[src/rtl/addsub_sequencer.sv]
// Multi-byte add/subtract controller: one shared 8-bit ripple adder walked LSB-first
// over BYTES bytes, carry chained through a register. Optional ADDSUB_OVERFLOW_EN adds `overflow`.
module addsub_sequencer #(
   parameter int BYTES = 4
) (
   input  logic                 clock,
   input  logic                 reset,
   input  logic                 start,
   input  logic                 sub,
   input  logic [8*BYTES-1:0]   A,
   input  logic [8*BYTES-1:0]   B,
   output logic                 busy,
   output logic                 done,
   output logic [8*BYTES-1:0]   result,
   output logic                 cout,
   output logic                 zero
`ifdef ADDSUB_OVERFLOW_EN
   ,
   output logic                 overflow
`endif
);

   localparam int W = 8 * BYTES;
   localparam logic [2:0] LAST_IDX = 3'(BYTES - 1);

   typedef enum logic [1:0] {
      S_IDLE = 2'd0,
      S_RUN  = 2'd1,
      S_DONE = 2'd2
   } state_t;

   state_t         state_q, state_d;
   logic [2:0]     idx_q, idx_d;
   logic           carry_q, carry_d;
   logic           sub_q, sub_d;
   logic [W-1:0]   a_q, a_d;
   logic [W-1:0]   b_q, b_d;
   logic [W-1:0]   result_q, result_d;
   logic           busy_q, busy_d;
   logic           done_q, done_d;
   logic           cout_q, cout_d;
   logic           zero_q, zero_d;
`ifdef ADDSUB_OVERFLOW_EN
   logic           ovf_q, ovf_d;
`endif

   // The single byte adder: explicit ripple so the carry into bit 7 is visible.
   logic [7:0]     byte_a;
   logic [7:0]     byte_b;
   logic [7:0]     byte_sum;
   logic [8:0]     chain;

   always_comb begin
      byte_a   = a_q[8*idx_q +: 8];
      byte_b   = b_q[8*idx_q +: 8] ^ {8{sub_q}};
      chain    = '0;
      byte_sum = '0;
      chain[0] = carry_q;
      for (int i = 0; i < 8; i++) begin
         byte_sum[i]  = byte_a[i] ^ byte_b[i] ^ chain[i];
         chain[i+1]   = (byte_a[i] & byte_b[i]) | (chain[i] & (byte_a[i] ^ byte_b[i]));
      end
   end

   always_comb begin
      state_d  = state_q;
      idx_d    = idx_q;
      carry_d  = carry_q;
      sub_d    = sub_q;
      a_d      = a_q;
      b_d      = b_q;
      result_d = result_q;
      done_d   = 1'b0;
      cout_d   = cout_q;
      zero_d   = zero_q;
`ifdef ADDSUB_OVERFLOW_EN
      ovf_d    = ovf_q;
`endif
      case (state_q)
         S_IDLE: begin
            if (start) begin
               a_d     = A;
               b_d     = B;
               sub_d   = sub;
               idx_d   = 3'd0;
               carry_d = sub;
               cout_d  = 1'b0;
               zero_d  = 1'b0;
`ifdef ADDSUB_OVERFLOW_EN
               ovf_d   = 1'b0;
`endif
               state_d = S_RUN;
            end
         end
         S_RUN: begin
            result_d[8*idx_q +: 8] = byte_sum;
            carry_d = chain[8];
            idx_d   = idx_q + 3'd1;
            if (idx_q == LAST_IDX) begin
`ifdef ADDSUB_OVERFLOW_EN
               ovf_d = chain[7] ^ chain[8];
`endif
               state_d = S_DONE;
            end
         end
         S_DONE: begin
            done_d  = 1'b1;
            cout_d  = carry_q;
            zero_d  = (result_q == '0);
            state_d = S_IDLE;
         end
         default: state_d = S_IDLE;
      endcase
      busy_d = (state_d != S_IDLE);
   end

   always_ff @(posedge clock) begin
      if (reset) begin
         state_q  <= S_IDLE;
         idx_q    <= '0;
         carry_q  <= 1'b0;
         sub_q    <= 1'b0;
         a_q      <= '0;
         b_q      <= '0;
         result_q <= '0;
         busy_q   <= 1'b0;
         done_q   <= 1'b0;
         cout_q   <= 1'b0;
         zero_q   <= 1'b0;
`ifdef ADDSUB_OVERFLOW_EN
         ovf_q    <= 1'b0;
`endif
      end else begin
         state_q  <= state_d;
         idx_q    <= idx_d;
         carry_q  <= carry_d;
         sub_q    <= sub_d;
         a_q      <= a_d;
         b_q      <= b_d;
         result_q <= result_d;
         busy_q   <= busy_d;
         done_q   <= done_d;
         cout_q   <= cout_d;
         zero_q   <= zero_d;
`ifdef ADDSUB_OVERFLOW_EN
         ovf_q    <= ovf_d;
`endif
      end
   end

   assign busy   = busy_q;
   assign done   = done_q;
   assign result = result_q;
   assign cout   = cout_q;
   assign zero   = zero_q;
`ifdef ADDSUB_OVERFLOW_EN
   assign overflow = ovf_q;
`endif

endmodule

[config.mk]
export PLATFORM = sky130hd
export DESIGN_NAME = addsub_sequencer
export DESIGN_NICKNAME = d
export VERILOG_FILES = /design/src/rtl/addsub_sequencer.sv
export SDC_FILE = /design/constraint.sdc
export NUM_CORES = 1
export LEC_CHECK = 0
export ABC_AREA = 1
export BUFFER_PORTS_ARGS = -buffer_cell sky130_fd_sc_hd__buf_2
export CORE_MARGIN = 2
export CORE_UTILIZATION = 50
export DETAILED_ROUTE_END_ITERATION = 10
export HOLD_SLACK_MARGIN = 0.06
export PLACE_DENSITY = 0.71
export SETUP_SLACK_MARGIN = 0.1
export SLEW_MARGIN = 20
export SYNTH_ARGS = -nofsm -noshare
export SYNTH_HDL_FRONTEND = slang
export SYNTH_SLANG_ARGS = --single-unit
[constraint.sdc]
create_clock -name clock -period 4.8 [get_ports clock]
set_input_delay 0.48 -clock clock [delete_from_list [all_inputs] [get_ports clock]]
set_output_delay 0.48 -clock clock [all_outputs]
set_load 0.01 [all_outputs]
# Yosys cells after proc, flatten, opt, wreduce, memory -nomap -nowiden
# Index checks and enable logic that the tools add are counted.
[classes] n_addsub=2 n_eq_ne=4 shift=4 mux=12 n_bitwise=41 reduce_logical=8
[ops] cell="indexed part select 32 x 7 -> 8 bit" n=2
[ops] cell="negation 6 -> 34 bit" n=1
[ops] cell="variable shift 8 x 34 -> 32 bit, first input constant" n=1
[ops] cell="indexed part select 8 x 34 -> 32 bit" n=1
[ops] cell="bitwise mux 32 bit" n=1
[ops] cell="zero test 32 bit" n=1
[ops] cell="AND 1 bit" n=16
[ops] cell="XOR 1 bit" n=16
[ops] cell="OR 1 bit" n=8
[ops] cell="XOR 8 bit" n=1
[ops] cell="case mux 1 bit (2 select lines)" n=3
[ops] cell="case mux 3 bit (2 select lines)" n=1
[ops] cell="AND reduction 2 bit" n=3
[ops] cell="nonzero test 2 bit" n=3
[ops] cell="two-way mux 2 bit" n=2
[ops] cell="case mux 2 bit (2 select lines)" n=1
[ops] cell="adder 3 x 1 -> 3 bit, second input constant" n=1
[ops] cell="== test 3 x 2 -> 1 bit, second input constant" n=1
[ops] cell="two-way mux 1 bit" n=3
[ops] cell="two-way mux 3 bit" n=1
[ops] cell="== test 2 x 1 -> 1 bit, second input constant" n=1
[ops] cell="== test 2 bit, second input constant" n=1
[ops] cell="zero test 2 bit" n=1
[ops] cell="!= test 2 bit, second input constant" n=1
[word_totals] regBits=107 inputBits=68 output_inout_bits=36 word_cells=82

# Longest topological paths before layout
[depth] ltp_word=20 depth_mapped=22

# Worst setup path after synthesis
# Ideal clock, no wire load.
[synth_timing] path_type="reg2reg" from="register idx_q[0]" to="register result_q[15] (netlist: result[15])" setup_ps=128 t_arrival_ps=4090 required_ps=4672 slack_ps=583 path_stages_with_launch=22 n_path_buf=2 synth_period_minus_slack_ps=4217 path_cell_list="dfxtp_1 buf_6 inv_2 clkbuf_1 o21ai_0 nand2_1 nand2_1 xor2_1 fa_1 fa_1 inv_1 fa_1 fa_1 inv_1 fa_1 inv_1 fa_1 fa_1 fa_1 nor2_1 a22oi_1 nor2_1"
[synth_via] elab_chain_len=20
[synth_lines] element="start: declaration" line="33" text="logic [2:0] idx_q, idx_d;"
[synth_lines] element="start signal: assignment" line="135" text="idx_q <= idx_d;"
[synth_lines] element="indexed part select 32 x 7 -> 8 bit" line="55" text="byte_b = b_q[8*idx_q +: 8] ^ {8{sub_q}};"
[synth_lines] element="XOR 8 bit" line="55"
[synth_lines] element="XOR 1 bit" line="60, 61"
[synth_lines] element="AND 1 bit" line="61" text="chain[i+1] = (byte_a[i] & byte_b[i]) | (chain[i] & (byte_a[i] ^ byte_b[i]));"
[synth_lines] element="OR 1 bit" line="61"
[synth_lines] element="AND 1 bit" line="61"
[synth_lines] element="OR 1 bit" line="61"
[synth_lines] element="AND 1 bit" line="61"
[synth_lines] element="[4 not listed]"
[synth_lines] element="OR 1 bit" line="61"
[synth_lines] element="AND 1 bit" line="61"
[synth_lines] element="OR 1 bit" line="61"
[synth_lines] element="AND 1 bit" line="61"
[synth_lines] element="OR 1 bit" line="61"
[synth_lines] element="XOR 1 bit" line="60" text="byte_sum[i] = byte_a[i] ^ byte_b[i] ^ chain[i];"
[synth_lines] element="indexed part select 8 x 34 -> 32 bit" line="96" text="result_d[8*idx_q +: 8] = byte_sum;"
[synth_lines] element="bitwise mux 32 bit *" line="96"
[synth_lines] element="end signal: assignment" line="140" text="result_q <= result_d;"
[synth_lines] element="end: declaration" line="38" text="logic [W-1:0] result_q, result_d;"
# Every way passes the cells marked *; elsewhere a longest branch is shown, timed or not.
# A chain may end at the register's enable or synchronous reset.

# Worst setup path after layout
# Ends and elaborated chain as after synthesis.

==> impl_metrics.tcl <==
set metrics [dict create \
    outcome "finished, final reports clean" \
    yosysSeqAreaShare 0.443 \
    crit_type "flip-flop to flip-flop" \
    syn_inst 677 \
    switching_power_uw 628 \
    rows 35 \
    end_kind "flip-flop" \
    portBuffers 103 \
    die-area_sq_um 10500 \
    gr-total-overflow 0 \
    diodes 0 \
    post-cts-setup-buffer-count 0 \
    period_share 0.898 \
    fmax_mhz 232 \
    rsz0062_at_grt "false" \
    htreeDepth 3 \
    clkTransAtPathRegs_ns 0.11 \
    hold_path.class "input pin to flip-flop" \
    dr.pass1.iters 4 \
    fin_skew_ns 0.0128 \
    syn2layout_area_growth_pct 16.1 \
    timing.final.max_slew_violations 0 \
    cts.sinks 107 \
    start_kind "flip-flop" \
    antenna_found_initial 0 \
    hold_violations 0 \
    ctsHoldBuffers 0 \
    initial_core_util 0.519 \
    syn_nets 760 \
    viasPerCell 5.05 \
    layout-drive-gt1-share 0.189 \
    power_frac_clock 0.286 \
    tightestPinTransition_ns 0.964 \
    cts_tree "done" \
    gp_congestion 0.893 \
    clk_latency_ns 0.36 \
    combinationalPowerShare 0.220 \
    worstPathMaxFanout 21 \
    setup_viol 0 \
    synth.distinct_cells 29 \
    first_global_vias 4256 \
    dp_hpwl_mm 8.93 \
    yosysWarnings 0 \
    maxCapViolCount 0 \
    p_int_uw 1370 \
    peakVddDrop_v 0.000174 \
    drc 0 \
    ys_ff_latch 107 \
    power.density_nw_per_um2 355 \
    fp.dieW_microns 102 \
    slew_headroom 0.356 \
    period_needed_ns 4.31 \
    dr_total_vias 4522 \
    crit_arrival_ns 4.55 \
    avgRoutedWirePerCell_microns 13.6 \
    cellLeakagePower_uw 0.00260 \
    core_area_sq_um 9330 \
    drtIter0Drc 336 \
    antenna_left 0 \
    grt.total_usage 0.243 \
    cts_root_buf "clkbuf_8" \
    finalNonFillerCells 895 \
    grt_pass1_wl_mm 20.1 \
    dp_cells 879 \
    die_h_microns 102 \
    cts_buffer_depth 2 \
    p_sw_frac 0.315 \
    worstPathRequired_ns 5.03 \
    wl_mm 12.2 \
    cts_buffers 9 \
    syn_avg_cell_area_sq_um 7.15 \
    synthesis.area_sq_um 4840 \
    ios 104 \
    tns_ns 0 \
    grt_max_degree 73 \
    power_frac_seq 0.494 \
    cts_resized 0 \
    fin_nets 844 \
]
power by group through the flow:
stage | combinational (uW) | sequential [uW] | clock (uW)
2_1_floorplan | 304 | 990 | 0
3_5_place_dp | 433 | 1010 | 0
5_1_grt | 500 | 993 | 622
3_3_place_gp | 428 | 1010 | 0
6_report | 438 | 986 | 571
4_1_cts | 435 | 986 | 580
per-layer routing:
| layer | part of all wire | GRT usage | vias to the layer above |
|---|---|---|---|
| met5 | 0 | 0 | - |
| met4 | 0.0098 | 0.0779 | 0 |
| met3 | 0.051 | 0.0308 | 11 |
| met2 | 0.49 | 0.401 | 128 |
| met1 | 0.45 | 0.333 | 2060 |
| li1 | - | - | 2323 |
registers in the layout, indices dropped and copies added (netlist names):
name / flops
busy: 1
done: 1
cout: 1
b_q: 32
idx_q: 3
carry_q: 1
result: 32
zero: 1
state_q: 2
sub_q: 1
a_q: 32
critical path: stages, from the launching register on:
cell,delay [ns]
dfxtp_4,0.41
inv_2,0.14
o21ai_0,0.20
nand2_1,0.07
nand2_1,0.07
xor2_1,0.18
fa_1,0.21
fa_1,0.17
inv_1,0.05
fa_1,0.39
fa_1,0.38
inv_1,0.07
fa_1,0.15
inv_1,0.05
fa_1,0.38
fa_1,0.40
fa_1,0.57
nor2_1,0.07
a22oi_1,0.16
nor2_1,0.06
cell type report:
cell class / instances / area, sq um
fill: 922 / 3710
multi-input combinational: 505 / 2420
clock buffer: 10 / 138
sequential: 107 / 2150
timing repair buffer: 111 / 576
inverter: 27 / 101
clock inverter: 6 / 70.1
tap: 129 / 161
cells in the final DEF, fill, tap and decap left out, drive strengths merged:
| cell | Yosys | layout |
|---|---|---|
| buf | 20 | 111 |
| a32o | 1 | 1 |
| dfxtp | 107 | 107 |
| nand3 | 5 | 5 |
| o21ai | 101 | 101 |
| nor2 | 244 | 244 |
| clkinv | 1 | 3 |
| fa | 8 | 8 |
| inv | 26 | 29 |
| o21a | 1 | 1 |
| clkbuf | 18 | 10 |
| nand2 | 84 | 84 |
| a211oi | 1 | 1 |
| xor2 | 8 | 8 |
| or2 | 2 | 2 |
| a21oi | 27 | 27 |
| nor3 | 3 | 3 |
| ha | 7 | 7 |
| a22oi | 8 | 8 |
| bufinv | 0 | 1 |
| o22ai | 5 | 5 |
metrics by stage:
step | instance area, sq um | utilization | power [uW] | worst slack (ns) | hold slack (ns)
global route | 5620 | 0.602 | 2110 | 0.136 | 0.323
CTS | 5610 | 0.601 | 2000 | 0.305 | 0.320
floorplan | 4840 | - | 1290 | 0.583 | 0.470
global placement | 5400 | 0.579 | 1430 | 0.490 | 0.455
detailed placement | 5400 | 0.579 | 1440 | 0.333 | 0.471
finish | 5620 | 0.602 | 1990 | 0.488 | 0.330
kinds of logic after synthesis:
kind of cell	share of synthesized area
simple gates	0.277
compound gates	0.156
flops	0.443
buf+inv	0.0577
fa+ha+maj	0.0512
xor+xnor	0.0145
synthesized netlist by cell type:
library cell | n | area, sq um
o21a_1 | 1 | 7.51
a21oi_1 | 27 | 135
nand3_4 | 1 | 17.5
nor2_1 | 240 | 901
nand2_1 | 84 | 315
o22ai_1 | 5 | 31.3
ha_1 | 7 | 87.6
inv_2 | 5 | 18.8
a32o_1 | 1 | 10.0
nor2_4 | 3 | 33.8
inv_1 | 21 | 78.8
or2_2 | 2 | 12.5
clkinv_1 | 1 | 3.75
nor2_2 | 1 | 6.26
buf_6 | 1 | 11.3
buf_2 | 16 | 80.1
nor3_4 | 1 | 16.3
clkbuf_1 | 18 | 67.6
nand3_1 | 2 | 10.0
dfxtp_1 | 107 | 2140
o21ai_0 | 101 | 505
fa_1 | 8 | 160
nor3_1 | 2 | 10.0
buf_1 | 1 | 3.75
a22oi_1 | 8 | 60.1
a211oi_1 | 1 | 7.51
buf_4 | 2 | 15.0
nand3_2 | 2 | 20.0
xor2_1 | 8 | 70.1
path summary, 6_finish.rpt:
path                     startpoint                 endpoint  slack (ns)  depth (start not counted)
max           idx_q[0]$_SDFFE_PP0P_  result[15]$_SDFFE_PP0P_        0.49                         19
min                           A[26]     a_q[26]$_SDFFE_PP0P_        0.33                          3
max reg2reg   idx_q[0]$_SDFFE_PP0P_  result[15]$_SDFFE_PP0P_        0.49                         19
min reg2reg  result[6]$_SDFFE_PP0P_   result[6]$_SDFFE_PP0P_        0.48                          2
Power figures use the tool's default switching activity.
